[config.mk]
export PLATFORM = sky130hd
export DESIGN_NAME = alu_issue_ctrl_flat
export DESIGN_NICKNAME = d
export VERILOG_FILES = /design/src/rtl/alu_issue_if.sv /design/src/rtl/alu_issue_ctrl.sv /design/src/flat_wrapper.sv
export SDC_FILE = /design/constraint.sdc
export NUM_CORES = 1
export LEC_CHECK = 0
export CAP_MARGIN = 5
export CORE_MARGIN = 3
export CORE_UTILIZATION = 45
export DETAILED_ROUTE_END_ITERATION = 8
export HOLD_SLACK_MARGIN = 0.03
export MAX_ROUTING_LAYER = met4
export PLACE_DENSITY = 0.89
export SYNTH_ARGS = -nofsm -noshare
export SYNTH_HDL_FRONTEND = slang
export SYNTH_SLANG_ARGS = --single-unit
[constraint.sdc]
create_clock -name clk -period 7.8 [get_ports clk]
set_clock_uncertainty 0.1 [all_clocks]
set_input_delay 1.95 -clock clk [delete_from_list [all_inputs] [get_ports clk]]
set_output_delay 1.95 -clock clk [all_outputs]
set_load 0.02 [all_outputs]
[src/rtl/alu_issue_if.sv]
// Bundles the ID-side request, ALU drive/response and writeback handshake of the
// execute-stage issue controller.
interface alu_issue_if #(parameter int XLEN = 32);
    logic            id_valid;
    logic            id_ready;
    logic [6:0]      id_opcode;
    logic [2:0]      id_funct3;
    logic            id_funct7b5;
    logic [4:0]      id_rd;
    logic [XLEN-1:0] id_rs1_data;
    logic [XLEN-1:0] id_rs2_data;
    logic [XLEN-1:0] id_imm;
    logic [XLEN-1:0] id_pc;
    logic            flush;
    logic [XLEN-1:0] alu_data1;
    logic [XLEN-1:0] alu_data2;
    logic [3:0]      alu_op;
    logic [XLEN-1:0] alu_result;
    logic            alu_zero;
    logic            alu_sign;
    logic            wb_valid;
    logic            wb_ready;
    logic [XLEN-1:0] wb_data;
    logic [4:0]      wb_rd;
    logic            wb_we;
    logic            wb_illegal;
    logic            br_taken;
    logic [XLEN-1:0] br_target;

    modport master (
        output id_valid, id_opcode, id_funct3, id_funct7b5, id_rd, id_rs1_data,
               id_rs2_data, id_imm, id_pc, flush, alu_result, alu_zero, alu_sign, wb_ready,
        input  id_ready, alu_data1, alu_data2, alu_op, wb_valid, wb_data, wb_rd, wb_we,
               wb_illegal, br_taken, br_target
    );

    modport slave (
        input  id_valid, id_opcode, id_funct3, id_funct7b5, id_rd, id_rs1_data,
               id_rs2_data, id_imm, id_pc, flush, alu_result, alu_zero, alu_sign, wb_ready,
        output id_ready, alu_data1, alu_data2, alu_op, wb_valid, wb_data, wb_rd, wb_we,
               wb_illegal, br_taken, br_target
    );
endinterface

[src/rtl/alu_issue_ctrl.sv]
// Execute-stage issue controller: E entry drives the external ALU, W entry holds the
// captured result, flags-derived branch decision and pc+imm target for writeback.
module alu_issue_ctrl #(
    parameter int XLEN = 32
) (
    input logic      clk,
    input logic      rst_n,
    alu_issue_if.slave bus
);
    localparam logic [3:0] ALU_ADD  = 4'd0;
    localparam logic [3:0] ALU_SUB  = 4'd1;
    localparam logic [3:0] ALU_SLL  = 4'd2;
    localparam logic [3:0] ALU_SLT  = 4'd3;
    localparam logic [3:0] ALU_SLTU = 4'd4;
    localparam logic [3:0] ALU_XOR  = 4'd5;
    localparam logic [3:0] ALU_SRL  = 4'd6;
    localparam logic [3:0] ALU_SRA  = 4'd7;
    localparam logic [3:0] ALU_OR   = 4'd8;
    localparam logic [3:0] ALU_AND  = 4'd9;

    localparam logic [6:0] OPC_OP     = 7'b0110011;
    localparam logic [6:0] OPC_OP_IMM = 7'b0010011;
    localparam logic [6:0] OPC_LUI    = 7'b0110111;
    localparam logic [6:0] OPC_AUIPC  = 7'b0010111;
    localparam logic [6:0] OPC_BRANCH = 7'b1100011;

    localparam int PAD = XLEN - 5;

    logic            e_valid;
    logic [6:0]      e_opcode;
    logic [2:0]      e_funct3;
    logic            e_funct7b5;
    logic [4:0]      e_rd;
    logic [XLEN-1:0] e_rs1;
    logic [XLEN-1:0] e_rs2;
    logic [XLEN-1:0] e_imm;
    logic [XLEN-1:0] e_pc;

    logic            w_valid;
    logic [XLEN-1:0] w_data;
    logic [4:0]      w_rd;
    logic            w_we;
    logic            w_illegal;
    logic            w_taken;
    logic [XLEN-1:0] w_target;

    logic            e_adv;
    logic            accept;
    logic [XLEN-1:0] dec_d1;
    logic [XLEN-1:0] dec_d2;
    logic [3:0]      dec_op;
    logic            dec_branch;
    logic            dec_illegal;
    logic            dec_we;
    logic            dec_taken;

    function automatic logic [3:0] arith_op(input logic [2:0] f3, input logic f7b5,
                                            input logic allow_sub);
        case (f3)
            3'b000:  arith_op = (allow_sub && f7b5) ? ALU_SUB : ALU_ADD;
            3'b001:  arith_op = ALU_SLL;
            3'b010:  arith_op = ALU_SLT;
            3'b011:  arith_op = ALU_SLTU;
            3'b100:  arith_op = ALU_XOR;
            3'b101:  arith_op = f7b5 ? ALU_SRA : ALU_SRL;
            3'b110:  arith_op = ALU_OR;
            default: arith_op = ALU_AND;
        endcase
    endfunction

    assign e_adv       = e_valid & (~w_valid | bus.wb_ready);
    assign bus.id_ready = ~e_valid | e_adv;
    assign accept      = bus.id_valid & bus.id_ready;

    // The ALU shifts by its whole operand, so shift amounts are trimmed to 5 bits here.
    always_comb begin
        dec_d1      = '0;
        dec_d2      = '0;
        dec_op      = ALU_ADD;
        dec_branch  = 1'b0;
        dec_illegal = 1'b0;
        dec_we      = 1'b0;
        dec_taken   = 1'b0;
        case (e_opcode)
            OPC_OP, OPC_OP_IMM: begin
                dec_d1 = e_rs1;
                dec_d2 = (e_opcode == OPC_OP) ? e_rs2 : e_imm;
                dec_op = arith_op(e_funct3, e_funct7b5, e_opcode == OPC_OP);
                if (e_funct3 == 3'b001 || e_funct3 == 3'b101) begin
                    dec_d2 = {{PAD{1'b0}}, dec_d2[4:0]};
                end
                dec_we = (e_rd != 5'd0);
            end
            OPC_LUI: begin
                dec_d2 = e_imm;
                dec_we = (e_rd != 5'd0);
            end
            OPC_AUIPC: begin
                dec_d1 = e_pc;
                dec_d2 = e_imm;
                dec_we = (e_rd != 5'd0);
            end
            OPC_BRANCH: begin
                dec_d1     = e_rs1;
                dec_d2     = e_rs2;
                dec_branch = 1'b1;
                case (e_funct3)
                    3'b000: begin dec_op = ALU_SUB;  dec_taken = bus.alu_zero;  end
                    3'b001: begin dec_op = ALU_SUB;  dec_taken = ~bus.alu_zero; end
                    3'b100: begin dec_op = ALU_SLT;  dec_taken = ~bus.alu_zero; end
                    3'b101: begin dec_op = ALU_SLT;  dec_taken = bus.alu_zero;  end
                    3'b110: begin dec_op = ALU_SLTU; dec_taken = ~bus.alu_zero; end
                    3'b111: begin dec_op = ALU_SLTU; dec_taken = bus.alu_zero;  end
                    default: dec_illegal = 1'b1;
                endcase
            end
            default: dec_illegal = 1'b1;
        endcase
    end

    assign bus.alu_data1 = dec_d1;
    assign bus.alu_data2 = dec_d2;
    assign bus.alu_op    = dec_op;

    always_ff @(posedge clk or negedge rst_n) begin
        if (!rst_n) begin
            e_valid    <= 1'b0;
            e_opcode   <= '0;
            e_funct3   <= '0;
            e_funct7b5 <= 1'b0;
            e_rd       <= '0;
            e_rs1      <= '0;
            e_rs2      <= '0;
            e_imm      <= '0;
            e_pc       <= '0;
        end else begin
            if (accept) begin
                e_opcode   <= bus.id_opcode;
                e_funct3   <= bus.id_funct3;
                e_funct7b5 <= bus.id_funct7b5;
                e_rd       <= bus.id_rd;
                e_rs1      <= bus.id_rs1_data;
                e_rs2      <= bus.id_rs2_data;
                e_imm      <= bus.id_imm;
                e_pc       <= bus.id_pc;
            end
            // Flush discards whatever is accepted in the same cycle.
            if (bus.flush)   e_valid <= 1'b0;
            else if (accept) e_valid <= 1'b1;
            else if (e_adv)  e_valid <= 1'b0;
        end
    end

    always_ff @(posedge clk or negedge rst_n) begin
        if (!rst_n) begin
            w_valid   <= 1'b0;
            w_data    <= '0;
            w_rd      <= '0;
            w_we      <= 1'b0;
            w_illegal <= 1'b0;
            w_taken   <= 1'b0;
            w_target  <= '0;
        end else begin
            if (e_adv && !bus.flush) begin
                w_data    <= (dec_branch || dec_illegal) ? '0 : bus.alu_result;
                w_rd      <= e_rd;
                w_we      <= dec_we;
                w_illegal <= dec_illegal;
                w_taken   <= dec_taken;
                w_target  <= e_pc + e_imm;
            end
            if (bus.flush)        w_valid <= 1'b0;
            else if (e_adv)       w_valid <= 1'b1;
            else if (bus.wb_ready) w_valid <= 1'b0;
        end
    end

    assign bus.wb_valid   = w_valid;
    assign bus.wb_data    = w_data;
    assign bus.wb_rd      = w_rd;
    assign bus.wb_we      = w_we;
    assign bus.wb_illegal = w_illegal;
    assign bus.br_taken   = w_taken;
    assign bus.br_target  = w_target;
endmodule
[src/flat_wrapper.sv]
// flat-port wrapper written by rule: the top's interface ports become plain ports
module alu_issue_ctrl_flat 
#(
    parameter int XLEN = 32
)
  (clk, rst_n, bus_id_valid, bus_id_opcode, bus_id_funct3, bus_id_funct7b5, bus_id_rd, bus_id_rs1_data, bus_id_rs2_data, bus_id_imm, bus_id_pc, bus_flush, bus_alu_result, bus_alu_zero, bus_alu_sign, bus_wb_ready, bus_id_ready, bus_alu_data1, bus_alu_data2, bus_alu_op, bus_wb_valid, bus_wb_data, bus_wb_rd, bus_wb_we, bus_wb_illegal, bus_br_taken, bus_br_target);
  alu_issue_if #(.XLEN(XLEN)) bus_i ();
  input logic clk;
  input logic rst_n;
  input wire logic [$bits(bus_i.id_valid)-1:0] bus_id_valid;
  input wire logic [$bits(bus_i.id_opcode)-1:0] bus_id_opcode;
  input wire logic [$bits(bus_i.id_funct3)-1:0] bus_id_funct3;
  input wire logic [$bits(bus_i.id_funct7b5)-1:0] bus_id_funct7b5;
  input wire logic [$bits(bus_i.id_rd)-1:0] bus_id_rd;
  input wire logic [$bits(bus_i.id_rs1_data)-1:0] bus_id_rs1_data;
  input wire logic [$bits(bus_i.id_rs2_data)-1:0] bus_id_rs2_data;
  input wire logic [$bits(bus_i.id_imm)-1:0] bus_id_imm;
  input wire logic [$bits(bus_i.id_pc)-1:0] bus_id_pc;
  input wire logic [$bits(bus_i.flush)-1:0] bus_flush;
  input wire logic [$bits(bus_i.alu_result)-1:0] bus_alu_result;
  input wire logic [$bits(bus_i.alu_zero)-1:0] bus_alu_zero;
  input wire logic [$bits(bus_i.alu_sign)-1:0] bus_alu_sign;
  input wire logic [$bits(bus_i.wb_ready)-1:0] bus_wb_ready;
  output wire logic [$bits(bus_i.id_ready)-1:0] bus_id_ready;
  output wire logic [$bits(bus_i.alu_data1)-1:0] bus_alu_data1;
  output wire logic [$bits(bus_i.alu_data2)-1:0] bus_alu_data2;
  output wire logic [$bits(bus_i.alu_op)-1:0] bus_alu_op;
  output wire logic [$bits(bus_i.wb_valid)-1:0] bus_wb_valid;
  output wire logic [$bits(bus_i.wb_data)-1:0] bus_wb_data;
  output wire logic [$bits(bus_i.wb_rd)-1:0] bus_wb_rd;
  output wire logic [$bits(bus_i.wb_we)-1:0] bus_wb_we;
  output wire logic [$bits(bus_i.wb_illegal)-1:0] bus_wb_illegal;
  output wire logic [$bits(bus_i.br_taken)-1:0] bus_br_taken;
  output wire logic [$bits(bus_i.br_target)-1:0] bus_br_target;
  assign bus_i.id_valid = bus_id_valid;
  assign bus_i.id_opcode = bus_id_opcode;
  assign bus_i.id_funct3 = bus_id_funct3;
  assign bus_i.id_funct7b5 = bus_id_funct7b5;
  assign bus_i.id_rd = bus_id_rd;
  assign bus_i.id_rs1_data = bus_id_rs1_data;
  assign bus_i.id_rs2_data = bus_id_rs2_data;
  assign bus_i.id_imm = bus_id_imm;
  assign bus_i.id_pc = bus_id_pc;
  assign bus_i.flush = bus_flush;
  assign bus_i.alu_result = bus_alu_result;
  assign bus_i.alu_zero = bus_alu_zero;
  assign bus_i.alu_sign = bus_alu_sign;
  assign bus_i.wb_ready = bus_wb_ready;
  assign bus_id_ready = bus_i.id_ready;
  assign bus_alu_data1 = bus_i.alu_data1;
  assign bus_alu_data2 = bus_i.alu_data2;
  assign bus_alu_op = bus_i.alu_op;
  assign bus_wb_valid = bus_i.wb_valid;
  assign bus_wb_data = bus_i.wb_data;
  assign bus_wb_rd = bus_i.wb_rd;
  assign bus_wb_we = bus_i.wb_we;
  assign bus_wb_illegal = bus_i.wb_illegal;
  assign bus_br_taken = bus_i.br_taken;
  assign bus_br_target = bus_i.br_target;
  alu_issue_ctrl #(.XLEN(XLEN)) u_core (.clk(clk), .rst_n(rst_n), .bus(bus_i));
endmodule
# Word level (Yosys, flattened, before mapping)
# Cells that the tools add are included.
[totals]
mem_bits_ro = 0
mem_bits_rw = 0
input_bits = 183
elab_cells = 77
output_inout_bits = 142
latch_bits = 0
mem_count = 0
ff_bits = 218
[op_classes]
bitwise_logic = 7
order_cmp = 0
shift = 0
n_mul = 0
reduce_logical = 19
addsub = 1
n_mux = 22
n_eq_ne = 12
n_div = 0
[op_table]
columns = ["cell", "n"]
rows = [
  ["two-way mux 32 bit", 3],
  ["case mux 32 bit (3 select lines)", 1],
  ["case mux 32 bit (2 select lines)", 1],
  ["adder 32 bit", 1],
  ["case mux 4 bit (7 select lines)", 1],
  ["== test 7 x 5 -> 1 bit, second input constant", 2],
  ["== test 7 x 6 -> 1 bit, second input constant", 2],
  ["== test 3 bit, second input constant", 4],
  ["two-way mux 1 bit", 12],
  ["OR reduction 2 bit", 5],
  ["case mux 3 bit (3 select lines)", 1],
  ["OR reduction 3 bit", 3],
  ["case mux 4 bit (2 select lines)", 1],
  ["== test 7 bit, second input constant", 1],
  ["== test 3 x 2 -> 1 bit, second input constant", 2],
  ["nonzero test 3 bit", 2],
  ["OR reduction 6 bit", 1],
  ["nonzero test 5 bit", 1],
  ["case mux 1 bit (2 select lines)", 2],
  ["OR reduction 4 bit", 1],
  ["== test 3 x 1 -> 1 bit, second input constant", 1],
  ["logical NOT 3 bit", 1],
  ["NOT 1 bit", 3],
  ["bitwise AND 1 bit", 2],
  ["4 further kinds", 7],
]

# Depth between registers and ports, before layout
[depth]
word_depth = 7
depth_mapped = 9

# Worst setup path before layout
# OpenSTA, ideal clock, no wires.
[synth_timing]
path_type = "input to output"
start = "input port bus_wb_ready"
end = "output port bus_id_ready"
path_buffers = 0
t_arrival_ns = 2.395
slack_ns = 3.355
stages = 2
required_ns = 5.750
path_cell_list = "nor2b_1 nand2_1"
[synth_between]
elab_chain_len = 3
[synth_rtl]
columns = ["element", "line_no", "source"]
rows = [
  ["start, declared", "flat_wrapper.sv:23", "input wire logic [$bits(bus_i.wb_ready)-1:0] bus_wb_ready;"],
  ["OR 1 bit", "alu_issue_ctrl.sv:71", "assign e_adv = e_valid & (~w_valid | bus.wb_ready);"],
  ["bitwise AND 1 bit", "alu_issue_ctrl.sv:71", ""],
  ["OR 1 bit", "alu_issue_ctrl.sv:72", "assign bus.id_ready = ~e_valid | e_adv;"],
  ["end, declared", "flat_wrapper.sv:24", "output wire logic [$bits(bus_i.id_ready)-1:0] bus_id_ready;"],
]
# No other way between the ends.

# Final worst setup path
# Ends and elaborated chain as after synthesis.

==> qor.csv <==
metric;value;unit
global route overflow;0;
minimum clock period;5550;ps
worst-skew pair later-pin latency;510;ps
initial core utilization;0.465;
fraction of registers with async set/reset;1.00;
PD cells;236;nW/µm²
count of flip-flops with a built-in enable after synthesis;0;
Hold-fix buffers, CTS;0;
Root Driver;clkbuf_16;
CP arrival;3500;ps
setup violators final;0;
syn_nets;1186;
non-filler cells, final;1603;
die area;25700;µm²
largest net degree at the start of global routing;90;
Hold/Removal Path Class;reg -> reg;
IO Pins;325;
Seq cells post-synth;218;
fmax;180;MHz
antenna diode count;0;
RSZ-0062 raised after global routing;no;
Leak;6.44;nW
Final Power;3.57;mW
row count;55;
Detail Placement HPWL;22.8;mm
Netlist cell types;60;
CTS sink cnt;218;
post-synthesis cell count;971;
final hold vios;0;
Final Cell Area;15100;µm²
CTS H-Tree Depth;1;
mean post-synth cell area;11.0;µm²
Via-to-Cell Ratio;5.61;
worst-margin pin slew;1100;ps
Nets;1488;
Relative slew margins;0.262;
total number of vias;8985;
Port Buffers;323;
Placed Cells;1559;
most used cells in the layout excluding fill and tap cells;clkdlybuf4s50_1, dfrtp_1, mux2_2, nand2_1, a22o_1;
Max Slew Vio Count;0;
CP endpoint kind;primary output;
first-pass GRT wire length;49.9;mm
TNS Setup;0;ps
status;complete, no violations;
Die Ht;160;µm
Layout area overhead;41.1;%
post_cts resized;0;
sequential share of the synthesized area;0.509;
TritonCTS Buffers;25;
share of cells above drive strength 1;0.167;
initial antenna violation count;0;
Synth Flop Type;dfrtp_1;
fill cell total of the finished layout;1666;
placed cell areas;14200;µm²
GRT Resource Usage Total;0.247;
initial drt markers;514;
reg2reg setup slack;4810;ps
core area;23100;µm²
crit-path max FO;5;
commonest non-fill, non-tap cell in the layout;clkdlybuf4s50_1;
post-CTS setup buffer count;0;
Crit path required time;5750;ps
chip width;160;µm
CTS tree;yes;
fin crit share;0.711;
Yosys Warn Count;0;
Routed WL per cell;19.6;µm
Critical Path Source Type;input pin;
mapped cell area;10700;µm²
vias in the first global route;9268;
final WL;31.5;mm
TritonRoute pass-1 iters;8;
antenna viol nets, final;0;
max cap viols;0;
clock buffer depth;3;
Worst-path clk slew;60;ps
Residual DRC;0;
WS Path Type;in -> out;
maximum vdd ir drop;0.000176;V
Final Wtd Congestion;0.881;
## power by group
part / internal [mW] / total, mW / leakage (nW) / switching [mW]
clock: 0.777 / 1.24 / 0.434 / 0.464
combinational: 0.447 / 0.937 / 3.35 / 0.490
sequential: 1.28 / 1.39 / 2.65 / 0.105
## critical path, cell delays in order
cell             delay, ps
clkdlybuf4s50_1        410
nor2b_1                380
nand2_1                190
clkdlybuf4s50_1        570
## kinds of logic (layout without fill, tap and decap cells)
kind of cell,count (synthesis),count (layout),synth area share
DFF,218,218,0.509
AOI/OAI and AO/OA,217,217,0.143
buffers and inverters,68,387,0.0261
muxes,145,145,0.152
adders and majority gates,32,32,0.0381
and+or+nand+nor,269,269,0.114
xor gates and xnor gates,22,22,0.0180
## area by class of cell
| cell class | count | area (µm²) | share of cell area |
|---|---|---|---|
| clock buffers | 32 | 712 | 0.0471 |
| clock inverters | 12 | 176 | 0.0117 |
| inverters | 10 | 37.5 | 0.00248 |
| multi-input cells | 685 | 5020 | 0.332 |
| flip-flops and latches | 218 | 5460 | 0.361 |
| well taps | 313 | 392 | 0.0259 |
| repair buffers | 333 | 3330 | 0.220 |
## flip-flops by register name, indices dropped and copies added (netlist names), 3 cells and up
name,cells
u_core.e_rs2,32
u_core.e_pc,32
u_core.e_opcode,7
u_core.e_rd,5
u_core.e_imm,32
u_core.bus.br_target,32
u_core.bus.wb_rd,5
u_core.bus.wb_data,32
u_core.e_funct3,3
u_core.e_rs1,32
## Yosys cell counts, types with 10 or more instances
master | n | area share
a21o_1 | 10 | 0.0070
nand2_1 | 142 | 0.050
a22o_1 | 64 | 0.052
nand3_1 | 51 | 0.024
a21oi_1 | 39 | 0.018
inv_1 | 10 | 0.0035
xor2_1 | 11 | 0.0090
ha_1 | 31 | 0.036
mux2_2 | 144 | 0.15
buf_2 | 20 | 0.0093
clkbuf_1 | 32 | 0.011
nor2_1 | 32 | 0.011
dfrtp_1 | 218 | 0.51
o21ai_0 | 42 | 0.020
xnor2_1 | 11 | 0.0090
## worst paths after layout
kind	endpoint	startpoint	depth (start not counted)
worst max-delay path	bus_id_ready	bus_wb_ready	4
worst min-delay path	u_core.bus.wb_data[27]	u_core.bus.wb_data[27]	2
worst max register to register	u_core.bus.br_target[28]	u_core.e_pc[0]	9
worst min register to register	u_core.bus.wb_data[27]	u_core.bus.wb_data[27]	2
max in group asynchronous	u_core.e_imm[2]	rst_n	2
min in group asynchronous	u_core.e_rs1[10]	rst_n	1
## metrics by stage
stage          hold WS, ps  utilization  setup slack [ps]
6_report               366        0.656              2250
5_1_grt                383        0.656              2160
4_1_cts                367        0.656              2250
3_5_place_dp           354        0.617              2230
3_3_place_gp           349        0.617              2320
2_1_floorplan          347            -              3360
## layer usage
metal	global-route usage	share of wire
met5	-	0
met3	0.0555	0.076
met2	0.414	0.49
met4	0.0726	0.033
met1	0.301	0.40
Note: power is estimated with default switching activity, not from simulation.
